### config.mk
export PLATFORM = sky130hd
export DESIGN_NAME = date_sequencer
export DESIGN_NICKNAME = d
export VERILOG_FILES = /design/src/rtl/calendar_pkg.sv /design/src/rtl/days_in_month.sv /design/src/rtl/date_sequencer.sv
export SDC_FILE = /design/constraint.sdc
export NUM_CORES = 1
export LEC_CHECK = 0
export CAP_MARGIN = 0
export CELL_PAD_IN_SITES_DETAIL_PLACEMENT = 2
export CELL_PAD_IN_SITES_GLOBAL_PLACEMENT = 2
export CORE_MARGIN = 5
export CORE_UTILIZATION = 32
export DETAILED_ROUTE_END_ITERATION = 10
export PLACE_DENSITY_LB_ADDON = 0.1
export RECOVER_POWER = 50
export REMOVE_ABC_BUFFERS = 1
export SKIP_CTS_REPAIR_TIMING = 1
export SLEW_MARGIN = 5
export SYNTH_ARGS = -nofsm -noshare
export SYNTH_HDL_FRONTEND = slang
export SYNTH_SLANG_ARGS = --single-unit
### constraint.sdc
create_clock -name clk -period 3.9 [get_ports clk]
set_input_delay 0.585 -clock clk [delete_from_list [all_inputs] [get_ports clk]]
set_output_delay 0.585 -clock clk [all_outputs]
set_load 0.005 [all_outputs]
### src/rtl/calendar_pkg.sv
// calendar_pkg
// Shared definitions for the date sequencer: the set-mode FSM state
// encoding, field widths, calendar limits and month-length constants.
package calendar_pkg;

  localparam int DAY_W   = 5;
  localparam int MONTH_W = 4;
  localparam int YEAR_W  = 7;

  // The state encoding doubles as the set_field output seen by the display.
  typedef enum logic [1:0] {
    RUN       = 2'b00,
    SET_DAY   = 2'b01,
    SET_MONTH = 2'b10,
    SET_YEAR  = 2'b11
  } state_t;

  localparam logic [DAY_W-1:0]   DAY_FIRST     = 5'd1;
  localparam logic [MONTH_W-1:0] MONTH_FIRST   = 4'd1;
  localparam logic [MONTH_W-1:0] MONTH_LAST    = 4'd12;
  localparam logic [YEAR_W-1:0]  YEAR_FIRST    = 7'd0;
  localparam logic [YEAR_W-1:0]  YEAR_LAST     = 7'd99;

  localparam logic [DAY_W-1:0]   DAYS_LONG     = 5'd31;
  localparam logic [DAY_W-1:0]   DAYS_SHORT    = 5'd30;
  localparam logic [DAY_W-1:0]   DAYS_FEB      = 5'd28;
  localparam logic [DAY_W-1:0]   DAYS_FEB_LEAP = 5'd29;

endpackage

### src/rtl/days_in_month.sv
// days_in_month
// Combinational month-length lookup.
// Ports:
//   month   - month 1..12
//   year    - year offset 0..99 (2000..2099)
//   max_day - number of days in that month of that year
module days_in_month
  import calendar_pkg::*;
(
  input  logic [MONTH_W-1:0] month,
  input  logic [YEAR_W-1:0]  year,
  output logic [DAY_W-1:0]   max_day
);

  // Every multiple of four in 2000..2099 is a leap year, including 2000
  // itself, so the two low year bits are enough to decide February.
  always_comb begin
    max_day = DAYS_LONG;
    case (month)
      4'd4, 4'd6, 4'd9, 4'd11: max_day = DAYS_SHORT;
      4'd2:                    max_day = (year[1:0] == 2'b00) ? DAYS_FEB_LEAP : DAYS_FEB;
      default:                 max_day = DAYS_LONG;
    endcase
  end

endmodule

### src/rtl/date_sequencer.sv
// date_sequencer
// Calendar date register with a button-driven set mode.
// Ports:
//   clk, rst_n   - system clock, asynchronous active-low reset
//   day_tick     - midnight pulse; advances the date while in RUN
//   btn_set      - steps RUN -> SET_DAY -> SET_MONTH -> SET_YEAR -> RUN
//   btn_inc      - increments the field selected in set mode
//   day/month/year - current date (year is an offset from 2000)
//   set_field    - current FSM state, used for display blinking
//   month_pulse  - one-cycle pulse on a run-mode month rollover
//   year_pulse   - one-cycle pulse on a run-mode year rollover
module date_sequencer
  import calendar_pkg::*;
#(
  parameter int unsigned RESET_YEAR = 18
) (
  input  logic               clk,
  input  logic               rst_n,
  input  logic               day_tick,
  input  logic               btn_set,
  input  logic               btn_inc,
  output logic [DAY_W-1:0]   day,
  output logic [MONTH_W-1:0] month,
  output logic [YEAR_W-1:0]  year,
  output logic [1:0]         set_field,
  output logic               month_pulse,
  output logic               year_pulse
);

  // An out-of-range reset year would leave the calendar in a state it can
  // never legally reach, so refuse to elaborate.
  if (RESET_YEAR > 99) begin : g_bad_reset_year
    $error("date_sequencer: RESET_YEAR must be 0..99");
  end

  localparam logic [YEAR_W-1:0] RESET_YEAR_V = YEAR_W'(RESET_YEAR);

  state_t             state;
  logic [DAY_W-1:0]   cur_max;
  logic [DAY_W-1:0]   probe_max;
  logic [MONTH_W-1:0] inc_month;
  logic [YEAR_W-1:0]  inc_year;
  logic [MONTH_W-1:0] probe_month;
  logic [YEAR_W-1:0]  probe_year;
  logic [DAY_W-1:0]   clamp_day;

  // Length of the month currently held, used by the run path and SET_DAY.
  days_in_month u_cur_dim (
    .month   (month),
    .year    (year),
    .max_day (cur_max)
  );

  // Length of the month we would land in after a set-mode month or year
  // increment, so the day can be clamped in the same cycle as the change.
  days_in_month u_probe_dim (
    .month   (probe_month),
    .year    (probe_year),
    .max_day (probe_max)
  );

  // Wrapped increments of month and year, and the candidate date that a
  // set-mode increment would produce. In SET_YEAR only the year moves; in
  // any other state the probe looks at the next month.
  always_comb begin
    inc_month   = (month == MONTH_LAST) ? MONTH_FIRST : month + 4'd1;
    inc_year    = (year == YEAR_LAST) ? YEAR_FIRST : year + 7'd1;
    probe_month = inc_month;
    probe_year  = year;
    if (state == SET_YEAR) begin
      probe_month = month;
      probe_year  = inc_year;
    end
    clamp_day = (day > probe_max) ? probe_max : day;
  end

  assign set_field = state;

  // Single FSM and datapath register. btn_set always takes priority over
  // btn_inc. In RUN a coincident day_tick is still applied while the state
  // moves to SET_DAY. Pulses are cleared every cycle unless a run-mode
  // rollover sets them, which keeps them to one cycle.
  always_ff @(posedge clk or negedge rst_n) begin
    if (!rst_n) begin
      state       <= RUN;
      day         <= DAY_FIRST;
      month       <= MONTH_FIRST;
      year        <= RESET_YEAR_V;
      month_pulse <= 1'b0;
      year_pulse  <= 1'b0;
    end else begin
      month_pulse <= 1'b0;
      year_pulse  <= 1'b0;
      case (state)
        RUN: begin
          if (day_tick) begin
            if (day < cur_max) begin
              day <= day + 5'd1;
            end else begin
              day         <= DAY_FIRST;
              month_pulse <= 1'b1;
              month       <= inc_month;
              if (month == MONTH_LAST) begin
                year_pulse <= 1'b1;
                year       <= inc_year;
              end
            end
          end
          if (btn_set) state <= SET_DAY;
        end
        SET_DAY: begin
          if (btn_set) begin
            state <= SET_MONTH;
          end else if (btn_inc) begin
            day <= (day >= cur_max) ? DAY_FIRST : day + 5'd1;
          end
        end
        SET_MONTH: begin
          if (btn_set) begin
            state <= SET_YEAR;
          end else if (btn_inc) begin
            month <= inc_month;
            day   <= clamp_day;
          end
        end
        SET_YEAR: begin
          if (btn_set) begin
            state <= RUN;
          end else if (btn_inc) begin
            year <= inc_year;
            day  <= clamp_day;
          end
        end
        default: state <= RUN;
      endcase
    end
  end

endmodule

# --- After elaboration in Yosys (flattened, before gate mapping) ---
# Cells that the tools add are included.
word_totals:
  register_bits: 20
  in_bits: 5
classes:
  add_sub_neg: 3
  eq_ne: 31
  n_mux: 40
  n_reduce_logical: 12
  n_lt_le_gt_ge: 3
ops:
  columns: ["operator", "count"]
  rows:
  - ["$mux W7", 6]
  - ["$mux W5", 8]
  - ["$ne A2 B2 Y1 const B", 14]
  - ["$mux W4", 6]
  - ["$eq A4 B4 Y1 const B", 5]
  - ["$pmux W5 S2", 2]
  - ["$eq A4 B3 Y1 const B", 4]
  - ["$pmux W5 S3", 1]
  - ["$pmux W7 S2", 1]
  - ["$reduce_and A6 Y1", 2]
  - ["$mux W2", 5]
  - ["$mux W1", 9]
  - ["$eq A4 B2 Y1 const B", 2]
  - ["$pmux W2 S4", 1]
  - ["$pmux W4 S2", 1]
  - ["$reduce_or A4 Y1", 2]
  - ["$add A7 B1 Y7 const B", 1]
  - ["$eq A7 B7 Y1 const B", 1]
  - ["$logic_not A2 Y1", 3]
  - ["$add A5 B1 Y5 const B", 1]
  - ["$ge A5 B5 Y1", 1]
  - ["$gt A5 B5 Y1", 1]
  - ["$lt A5 B5 Y1", 1]
  - ["$reduce_and A5 Y1", 1]
  - ["other kinds (7)", 10]

# --- Longest topological paths before layout ---
logic_depth:
  word_depth: 11
  depth_mapped: 14

# --- By module ---
# From an unflattened synthesis, not the netlist that was laid out.
unflattened:
  hier_cells: 211
  area_unflattened_um2: 1889.3
by_module_without_submodules:
  columns: ["module", "cells_per_inst", "area_each_um2", "seq_area_each_um2", "instances"]
  rows:
  - ["date_sequencer", 191, 1744.2, 505.5, 1]
  - ["days_in_month", 10, 72.6, 0.0, 2]

# --- Worst setup path before layout ---
# OpenSTA, ideal clock, no wires.
synth_timing:
  kind: "register -> register"
  startpoint: "register month[0]"
  endpoint: "register day[2]"
  t_arrival_ps: 3072
  synth_period_minus_slack_ps: 3193
  stages_incl_launch_ff: 15
  path_slack_ps: 707
  setup_time_ps: 121
  cell_sequence: "dfstp_2 -> inv_1 -> ha_1 -> or3b_2 -> a21oi_1 -> o211ai_1 -> nor3_1 -> nor2_1 -> ha_1 -> nand2_1 -> o2111ai_1 -> a21oi_1 -> clkbuf_1 -> o21ai_0 -> a22o_1"
synth_via:
  elab_chain_len: 9
  elab_cells_between_ends: 29
  cone_classes: "add/sub: 1; order compare: 3; eq/ne: 12; mux: 10; reduce/logical: 3"
synth_rtl:
  columns: ["item", "line_no", "source"]
  rows:
  - ["start, declared", "date_sequencer.sv:23", "output logic [MONTH_W-1:0] month,"]
  - ["start signal, assigned", "date_sequencer.sv:102", "month <= inc_month;"]
  - ["start signal, assigned", "date_sequencer.sv:122", "month <= inc_month;"]
  - ["$add A4 B1 Y4 or $eq A4 B4 Y1 (tied branches)", "date_sequencer.sv:66", "inc_month = (month == MONTH_LAST) ? MONTH_FIRST : month + 4'd1;"]
  - ["$mux W4 *", "date_sequencer.sv:66", null]
  - ["net inc_month[1]", "date_sequencer.sv:41", "logic [MONTH_W-1:0] inc_month;"]
  - ["$mux W4 *", "date_sequencer.sv:70", "if (state == SET_YEAR) begin"]
  - ["$eq A4 B3 Y1 or $eq A4 B4 Y1 (tied branches)", "days_in_month.sv:19", "case (month)"]
  - ["$reduce_or A4 Y1", "days_in_month.sv:19", null]
  - ["$pmux W5 S2 *", "days_in_month.sv:19", null]
  - ["$gt A5 B5 Y1 *", "date_sequencer.sv:74", "clamp_day = (day > probe_max) ? probe_max : day;"]
  - ["$ne A2 B1 Y1 (no source line) *", null, null]
  - ["$reduce_and A6 Y1 (no source line) *", null, null]
  - ["end signal, assigned", "date_sequencer.sv:98", "day <= day + 5'd1;"]
  - ["end signal, assigned", "date_sequencer.sv:115", "day <= (day >= cur_max) ? DAY_FIRST : day + 5'd1;"]
  - ["end signal, assigned", "date_sequencer.sv:123", "day <= clamp_day;"]
  - ["end, declared", "date_sequencer.sv:22", "output logic [DAY_W-1:0] day,"]
# The timed path passes the listed nets; every way through them passes the cells marked *. The select of a mux whose other input is x is not followed.
# A chain may end at the register's enable or synchronous reset.

# --- Final worst setup path ---
layout_timing:
  startpoint: "register month[0]"
  endpoint: "register day[0]"
layout_via:
  elab_chain_len: 10
  elab_cells_between_ends: 32
  cone_classes: "add/sub: 1; order compare: 3; eq/ne: 12; mux: 13; reduce/logical: 3"
layout_rtl:
  columns: ["item", "line_no", "source"]
  rows:
  - ["$add A4 B1 Y4 or $eq A4 B4 Y1 (tied branches)", "date_sequencer.sv:66", null]
  - ["$mux W4 *", "date_sequencer.sv:66", null]
  - ["net inc_month[1]", "date_sequencer.sv:41", null]
  - ["$mux W4 *", "date_sequencer.sv:70", null]
  - ["$eq A4 B3 Y1 or $eq A4 B4 Y1 (tied branches)", "days_in_month.sv:19", null]
  - ["$reduce_or A4 Y1", "days_in_month.sv:19", null]
  - ["$pmux W5 S2 *", "days_in_month.sv:19", null]
  - ["branches (longest 4 deep; another with $gt A5 B5 Y1)", null, null]
  - ["end signal, assigned", "date_sequencer.sv:98", null]
  - ["end signal, assigned", "date_sequencer.sv:123", null]
  - ["end signal, assigned", "date_sequencer.sv:131", "day <= clamp_day;"]
# Mark *: on every way through the listed nets, which the timed path passes. The select of a mux whose other input is x is not followed.

==> out/qor.txt <==
Part of the power in the clock network: 0.117
Initial antenna violation count: 0
Max-slew headroom: 0.3371
Pwr Density: 933.6 nW/um^2
Io pins: 25
Post-synthesis async set-or-reset flop share: 1.000
Top Family by Delay on Critical Path: compound AO/OA/AOI/OAI gates
Final cell count without fillers: 267
R2r worst-path depth: 14
Syn avg cell area: 8.943 um^2
Post-Route WL: 4.530 mm
Nets: 222
Vias in the first global route: 1577
Leakage: 0.0008608 uW
Met1 Use GR: 0.2040
Max Clock Skew: 0.007969 ns
CP Cell Sequence: inv_1, ha_1, or3b_2, a21oi_1, o211ai_1, nor3_1, nor2_1, ha_1, nand2_1, o2111ai_1, a21oi_1, buf_4, o21ai_0, o32ai_1
Num CTS Buffers: 3
FMAX: 294.3 MHz
Most frequent cells in the layout: o21ai_0, inv_1, ha_1, dfrtp_1, nor2_1
Internal power: 968.0 uW
Yosys reg bits: 20
Number of clock sinks: 20
Grt met3 use: 0.01906
Setup violations, final: 0
GR peak layer: met2
HP Class: flip-flop to flip-flop
TritonCTS clock tree: yes
Overall die height: 80.14 um
Worst Hold Path Cells: 1
Slew @ Worst Pin: 0.9912 ns
Clock Path Buffers: 2
CTS Root Cell: clkbuf_8
Slowest-stage cell, CP: dfstp_2
Reg clk slew, reported paths: 0.09 ns
GP Congestion: 0.7443
N_diodes: 0
Fin crit share: 0.8713
RSZ-0062 raised after global routing: false
Routed via count: 1418
Synth-to-layout area growth: 23.93%
Port buffer count: 24
Sw Pwr: 853.0 uW
Top cell type's share of synthesized area: 0.2544
Die area: 6422 um^2
Post-synth top area cell: dfrtp_1
Top cells by area, synth: dfrtp_1, ha_1, dfstp_2, o21ai_0, inv_1
Aggregate global routing overflow: 0
Commonest non-fill, non-tap cell in the layout: o21ai_0
Synth Warn #: 0
Netlist cell types: 44
Final Hold Vio Count: 0
Largest net degree at the start of global routing: 21
Post-synth EDFFs: 0
Global-route wire length before repair: 7.831 mm
Syn Std Cell Area: 1574 um^2
Post-Place Cells: 263
Slew Viols, Final: 0
Required time worst endpoint: 4.07 ns
H-tree depth: 1
Tmin final: 3.398 ns
Starting Density: 0.3311
Total track usage: 0.1527
Syn Inst Count: 176
Sequential area share after synthesis: 0.3211
Crit path max fanout: 11
Layout cell share with drive strength beyond 1: 0.08500
Fillers: 539
Status: finished clean
Arrival time at the worst endpoint: 3.57 ns
Worst setup EP type: flip-flop
Logic pwr share: 0.625
Worst-skew pair later-pin latency: 0.26 ns
Crit Path Class: flip-flop to flip-flop
Core area: 4755 um^2
Post-Route Utilization: 0.4103
Detailed Place HPWL: 3.517 mm
Prevailing post-synth register cell: dfrtp_1
Flop pwr share: 0.258
TNS Setup: 0 ns
Pre-Repair DR Iteration Count: 4
Post-DR vias/cell: 5.311
# DRC: 0
# Max-Cap Violations: 0
Routed Antenna Nets: 0
Stages on the worst setup path: 14
Critical Path Source Type: flip-flop
Pwr Total: 1821 uW
Met2 Use GR: 0.2632
Cell Rows: 25
Delay of the slowest critical-path stage: 0.61 ns
VDD IR-drop max: 0.3309 mV
Width of the die: 80.14 um
Switching share of power: 0.4684
DR WL/cell: 16.97 um
Starting DRT DRC Count: 22
WP buf/inv: 2
routing by layer:
| metal | vias to the layer above | part of all wire |
|---|---|---|
| li1 | 692 | - |
| met1 | 708 | 0.50 |
| met2 | 16 | 0.48 |
| met3 | 2 | 0.021 |
| met4 | 0 | 0.0042 |
| met5 | - | 0 |
cell type report:
cell class / count / area (um^2) / area share
Sequential cell: 20 / 505.5 / 0.2591
Multi-Input combinational cell: 134 / 974.7 / 0.4997
Timing Repair Buffer: 26 / 255.2 / 0.1309
Clock buffer: 3 / 41.29 / 0.02117
Inverter: 16 / 60.06 / 0.03079
Tap cell: 67 / 83.83 / 0.04298
Clock inverter: 1 / 30.03 / 0.01539
power groups by stage:
stage | clock (uW) | sequential, uW | combinational, uW
after floorplan | 0 | 436 | 735
after global routing | 229 | 496 | 1290
final | 212 | 470 | 1140
after CTS | 221 | 472 | 1170
after detailed placement | 0 | 476 | 1160
after global placement | 0 | 462 | 1080
cell families after synthesis:
logic type                 after synthesis  share of synthesized area
xor gates and xnor gates                 1                   0.005565
AOI/OAI and AO/OA                       54                     0.2536
buffers and inverters                   22                    0.05962
muxes                                    6                    0.04133
and+or+nand+nor                         57                     0.1916
DFF                                     20                     0.3211
adders and majority gates               16                     0.1272
Yosys cell counts (2+ instances only):
master,count
inv_1,16
o2111ai_1,2
nand3b_1,2
nand3_1,2
dfrtp_1,16
o32ai_1,4
nor3_1,5
nor2_1,15
a31oi_1,2
dfstp_2,4
a22o_1,5
o31ai_1,2
clkbuf_1,3
nand4_1,2
a21oi_1,6
nand2_1,9
nand2b_1,3
o21ai_0,20
a211oi_1,2
mux2i_1,2
nor2b_1,8
nand4b_1,2
mux2_2,3
ha_1,16
and3_1,6
worst register-to-register path, delay by kind of cell (launching register included):
family	cells	cell delay, ns
AND/OR/NAND/NOR	4	0.88
AO/OA/AOI/OAI	6	0.92
buffers and inverters	2	0.31
adder cells (fa/ha/maj)	2	0.60
flip-flops	1	0.61
state kept, by name, summed over array words and instances (netlist names):
register / flops
month_pulse: 1
year_pulse: 1
day: 5
month: 4
year: 7
set_field: 2
per-stage QoR:
step | instance area, um^2 | hold WS, ns | worst slack, ns
global route | 1951 | 0.5512 | 0.2045
floorplan | 1540 | 0.2894 | 0.6331
CTS | 1951 | 0.5290 | 0.4671
detailed placement | 1879 | 0.5137 | 0.4935
global placement | 1879 | 0.4910 | 0.7135
finish | 1951 | 0.5238 | 0.5017
path summary, 6_finish.rpt:
path / from / to / slack, ns
worst max-delay path: month[0]$_DFFE_PN1P_ / day[0]$_DFFE_PN1P_ / 0.50
worst min-delay path: year[4]$_DFFE_PN1P_ / year[4]$_DFFE_PN1P_ / 0.52
worst max register to register: month[0]$_DFFE_PN1P_ / day[0]$_DFFE_PN1P_ / 0.50
worst min register to register: year[4]$_DFFE_PN1P_ / year[4]$_DFFE_PN1P_ / 0.52
max in group asynchronous: rst_n / set_field[0]$_DFFE_PN0P_ / 2.37
min in group asynchronous: rst_n / year[6]$_DFFE_PN0P_ / 0.93
No activity file was read; power rests on OpenSTA's default activity.
==> edit 1, RTL diff (config.mk and constraints unchanged) <==
Make the reset (`rst_n`) synchronous in one clocked block. Comments in the files are not updated.
--- a/src/rtl/date_sequencer.sv
+++ b/src/rtl/date_sequencer.sv
@@ -80,7 +80,7 @@
   // btn_inc. In RUN a coincident day_tick is still applied while the state
   // moves to SET_DAY. Pulses are cleared every cycle unless a run-mode
   // rollover sets them, which keeps them to one cycle.
-  always_ff @(posedge clk or negedge rst_n) begin
+  always_ff @(posedge clk) begin
     if (!rst_n) begin
       state       <= RUN;
       day         <= DAY_FIRST;
Behaviour: differs if rst_n is asserted again (counterexample within 4 cycles, from zero or initial values and one cycle with rst_n low); with rst_n held inactive, the same outputs for 10 cycles.
==> edit 1 against the unedited design <==
- worst setup slack lost 0.15 ns
- die area decreased by 5.2%
- sequential cell count stayed put
- sequential power down 27%
- core utilization up 0.39 points
- hold slack lost 0.0028 ns
- clock power grew 4%
- power is 21% lower
- cell area down 6.3%
- synthesized area down 5.9%
- wire length increased by 7.6%
- critical path depth is 3 lower
==> edit 1: results (changes against the unedited design) <==
[route]
wl_met1_um=2350  ; was 2240 um
maxUsedRoutingLayer=met4  ; unchanged
drt_iter0_drc=80  ; was 22
vias=1468  ; was 1,418
wl_met2_um=2370  ; was 2170 um
dr.pass1.iters=4  ; unchanged
met3_length_um=98  ; was 96 um
finalWirelength_um=4870  ; was 4530 um

[clock_tree]
clockBufferDepth=2  ; unchanged
cts.reportedPaths.clkPinSlew_ns=0.09  ; about the same
worstSkewPairLatency_ns=0.27
cts_root_buf=clkbuf_8  ; unchanged
ctsHtreeMaxLevel=1  ; unchanged

[logic_synthesis]
synth-async-reset-ratio_pct=0  ; was 100%
yosys_most_used_dff=dfxtp_1  ; was dfrtp_1
synth_area_leaders=dfxtp_1, ha_1, a21oi_1  ; was dfrtp_1, ha_1, dfstp_2
ys_seq_area_share_pct=27.0  ; was 32.1%
synthTopCellsByCount=dfxtp_1, nor2_1, inv_1  ; was o21ai_0, dfrtp_1, ha_1, inv_1, nor2_1
ys_types=46  ; was 44

[global_route]
grt_pass1_wl_um=8090  ; was 7830 um
grt_max_degree=18  ; was 21
met1_usage_pct=21.4  ; was 20.4%
antenna_found_initial=0  ; unchanged
gr-usage-all-layers_pct=16.4  ; was 15.3%
grt_use_met2_pct=28.3  ; was 26.3%
grtUsageMet3_pct=2.29  ; was 1.91%

[placement]
dp.final_hpwl_um=3580  ; was 3520 um
portBuffers=24  ; unchanged
post-place-ws_ns=0.382  ; was 0.493 ns
place.gp.congestion=0.789  ; was 0.744

[timing]
hold_violations=0  ; unchanged
relSlewSlack_pct=63.4  ; was 33.7%
slew_violations=0  ; unchanged
fin_skew_ns=0.00659  ; was 0.00797 ns

[pwr]
clkPwrFrac_pct=15.2  ; was 11.7%
peakVddDrop_v=0.000207  ; was 0.000331 V
p_leak_nw=0.749  ; was 0.861 nW
p_comb_mw=0.880  ; was 1.14 mW
p_int_mw=0.767  ; was 0.968 mW
switching_power_mw=0.678  ; was 0.853 mW

[final_layout]
largestRegisters=year (7), day (5), month (4)  ; unchanged
diodes=0  ; unchanged
fin_nets=230  ; was 222
drive_gt1_share_pct=7.18  ; was 8.50%

[worst_setup_path]
cp_slowest_stage_delay_ns=0.57  ; was 0.61 ns
crit_slowest_cell=dfxtp_1  ; was dfstp_2
crit_fanout=13  ; was 11

[status]
status=completed  ; unchanged

[min_path]
hold_path_class=flip-flop to flip-flop  ; unchanged

-- edit 1: cell types whose count changed after synthesis, moves of 6 or more --
cell / unedited run / this run
a21oi_1: 6 / 15
dfxtp_1: 0 / 20
nand2_1: 9 / 15
dfrtp_1: 16 / 0
o21ai_0: 20 / 9
nor2b_1: 8 / 2
-- edit 1: cell type report --
class	instances	area (sq um)
clock buffer	3	41.3
multi-input combinational	145	991
inverter	16	60.1
sequential	20	400
tap	52	65.1
fill	511	2590
timing repair buffer	24	240
clock inverter	1	30.0
-- edit 1: worst paths after layout --
| check | from | to | slack (ns) | cells after the start |
|---|---|---|---|---|
| hold / removal | day[4] | day[4] | 0.52 | 2 |
| hold reg to reg | day[4] | day[4] | 0.52 | 2 |
| setup / recovery | month[0] | day[2] | 0.35 | 11 |
| setup reg to reg | month[0] | day[2] | 0.35 | 11 |
-- edit 1: worst max-delay path, delay by kind of cell, from the launching register on --
family | cells | cell delay, ns
AO/OA/AOI/OAI | 8 | 2.06
buffers and inverters | 1 | 0.18
adder cells (fa/ha/maj) | 2 | 0.61
flip-flops | 1 | 0.57
-- edit 1: metrics by stage --
step,TNS [ns],hold slack (ns),cells,instance area (sq um)
floorplan,0,0.485,181,1450
global placement,0,0.493,257,1760
detailed placement,0,0.509,257,1760
CTS,0,0.526,261,1830
global route,-0.0955,0.564,261,1830
finish,0,0.521,261,1830
-- edit 1: cells by family after synthesis --
group                    count (synthesis)  share of synthesized area (%)
AO/OA/AOI/OAI                           53                           25.1
AND/OR/NAND/NOR                         68                           23.4
buffers and inverters                   22                           6.17
adder cells (fa/ha/maj)                 15                           12.7
flip-flops                              20                           27.0
multiplexers                             3                           2.11
XOR/XNOR                                 6                           3.55
==> edit 2, RTL diff (same settings) <==
Without the edit above. `MONTH_W`: 4 -> 6.
--- a/src/rtl/calendar_pkg.sv
+++ b/src/rtl/calendar_pkg.sv
@@ -4,7 +4,7 @@
 package calendar_pkg;
 
   localparam int DAY_W   = 5;
-  localparam int MONTH_W = 4;
+  localparam int MONTH_W = 6;
   localparam int YEAR_W  = 7;
 
   // The state encoding doubles as the set_field output seen by the display.
Interface: changed (resized month); port bits go from 25 to 27. The function was not compared with the original's and may differ.
==> edit 2 against the unedited design <==
- synthesized area rose by 15%
- clock power rose by 8%
- wire length rose by 27%
- cell area rose by 13%
- global-route usage rose by 1.3 points
- worst setup slack got worse by 0.092 ns
- power rose by 15%
- count of clock-buffer cells in the layout did not move
- non-clock buffer count rose by 1
- sequential cell count rose by 2
- synthesized cell count rose by 16%
- critical path type unchanged
- critical path depth fell by 3
- cell count rose by 12%
==> edit 2: results (changes against the unedited design) <==
[status]
status=completed  ; unchanged

[final_layout]
n_fill_cell=620  ; was 539
drive_gt1_share_pct=7.96  ; was 8.50%
fin_nets=248  ; was 222
syn_to_final_growth_pct=21.6  ; was 23.9%
largestRegisters=year (7), month (6), day (5)  ; was year (7), day (5), month (4)

[route]
drt_iter0_drc=27  ; was 22
vias=1704  ; was 1,418
finalWirelength_um=5760  ; was 4530 um

[pwr]
p_leak_nw=0.925  ; was 0.861 nW
peakVddDrop_v=0.000352  ; was 0.000331 V
clock_power_mw=0.230  ; was 0.212 mW

[worst_setup_path]
reg2reg_depth=11  ; was 14
r2r_slack_ns=0.41  ; was 0.50 ns
cp.arrival_ns=3.68  ; was 3.57 ns
timing.rr.end=day[3]  ; was day[0]

[min_path]
worstHoldStart=year[6]  ; was year[4]
hold_end=year[6]  ; was year[4]

[global_route]
gr-usage-all-layers_pct=16.5  ; was 15.3%
grt_pass1_wl_um=9720  ; was 7830 um
grt_max_degree=23  ; was 21
grt_pass1_vias=1917  ; was 1,577

[placement]
dp.final_hpwl_um=4470  ; was 3520 um
portBuffers=26  ; was 24
place.gp.congestion=0.789  ; was 0.744
placed_area_sq_um=2130  ; was 1880 sq um

[logic_synthesis]
synthTopCellsByCount=inv_1, dfrtp_1, ha_1  ; was o21ai_0, dfrtp_1, ha_1, inv_1, nor2_1
synth_compound_area_share_pct=24.2  ; was 25.4%
synth_mux_area_share_pct=3.52  ; was 4.13%
synth_adder_area_share_pct=11.0  ; was 12.7%
synth_area_leaders=dfrtp_1, ha_1, dfstp_2  ; unchanged

[clock_tree]
worstSkewPairLatency_ns=0.28  ; was 0.26 ns

[timing]
holdWs_ns=0.546  ; was 0.524 ns
worst_pin_slew_ns=1.11  ; was 0.991 ns

[edit 2: cell count changes after synthesis, moves of 4 or more]
cell and change:
clkbuf_1 +5, nor2_1 -8, inv_1 +4, nand2_1 +4
a22o_1 -5, o211ai_1 +5, nand3_1 +10, o21ai_0 -19
o21ai_1 +4, o32ai_1 -4, nor2b_1 -6
[edit 2: routing by layer]
layer  GRT usage [%]  up-vias  share of wire, %
met2            29.2       30                50
met5               0        -                 0
met1            19.8      860                44
li1                -      801                 -
met4            6.76        0               2.7
met3            2.52       13               2.7
[edit 2: layout make-up]
type	count	share of cell area, %
clock inverter	1	1.36
sequential	22	25.2
clock buffer	3	1.87
timing repair buffer	27	12.1
tap	72	4.08
multi-input combinational	153	52.0
inverter	20	3.40
[edit 2: cell families after synthesis]
logic type	Yosys count
buf+inv	29
mux	5
simple gates	70
xor+xnor	4
fa+ha+maj	16
flops	22
compound gates	58
[edit 2: through the flow]
stage          total power, mW  setup slack (ns)  std cells
2_1_floorplan             1.37             0.915        195
3_3_place_gp              1.83             0.540        294
3_5_place_dp              1.90             0.444        294
4_1_cts                   2.15             0.342        298
5_1_grt                   2.30            0.0921        298
6_report                  2.10             0.410        298
[edit 2: critical path, stage by stage, from the launching register on]
cell and delay, ns:
dfstp_2 0.70, ha_1 0.38, inv_1 0.16, a311oi_1 0.37, o22ai_1 0.16, a221oi_1 0.37, inv_1 0.10, ha_1 0.28
a21oi_1 0.16, a32o_1 0.38, nand2_1 0.16, o2bb2ai_1 0.19
[edit 2: worst max-delay path by stage]
stage | start | to | cells past startpoint
2_1_floorplan | month[0] | year[0] | 11
3_3_place_gp | month[0] | year[0] | 11
3_5_place_dp | month[0] | day[3] | 11
4_1_cts | month[0] | day[3] | 11
5_1_grt | month[0] | day[3] | 11
6_report | month[0] | day[3] | 11
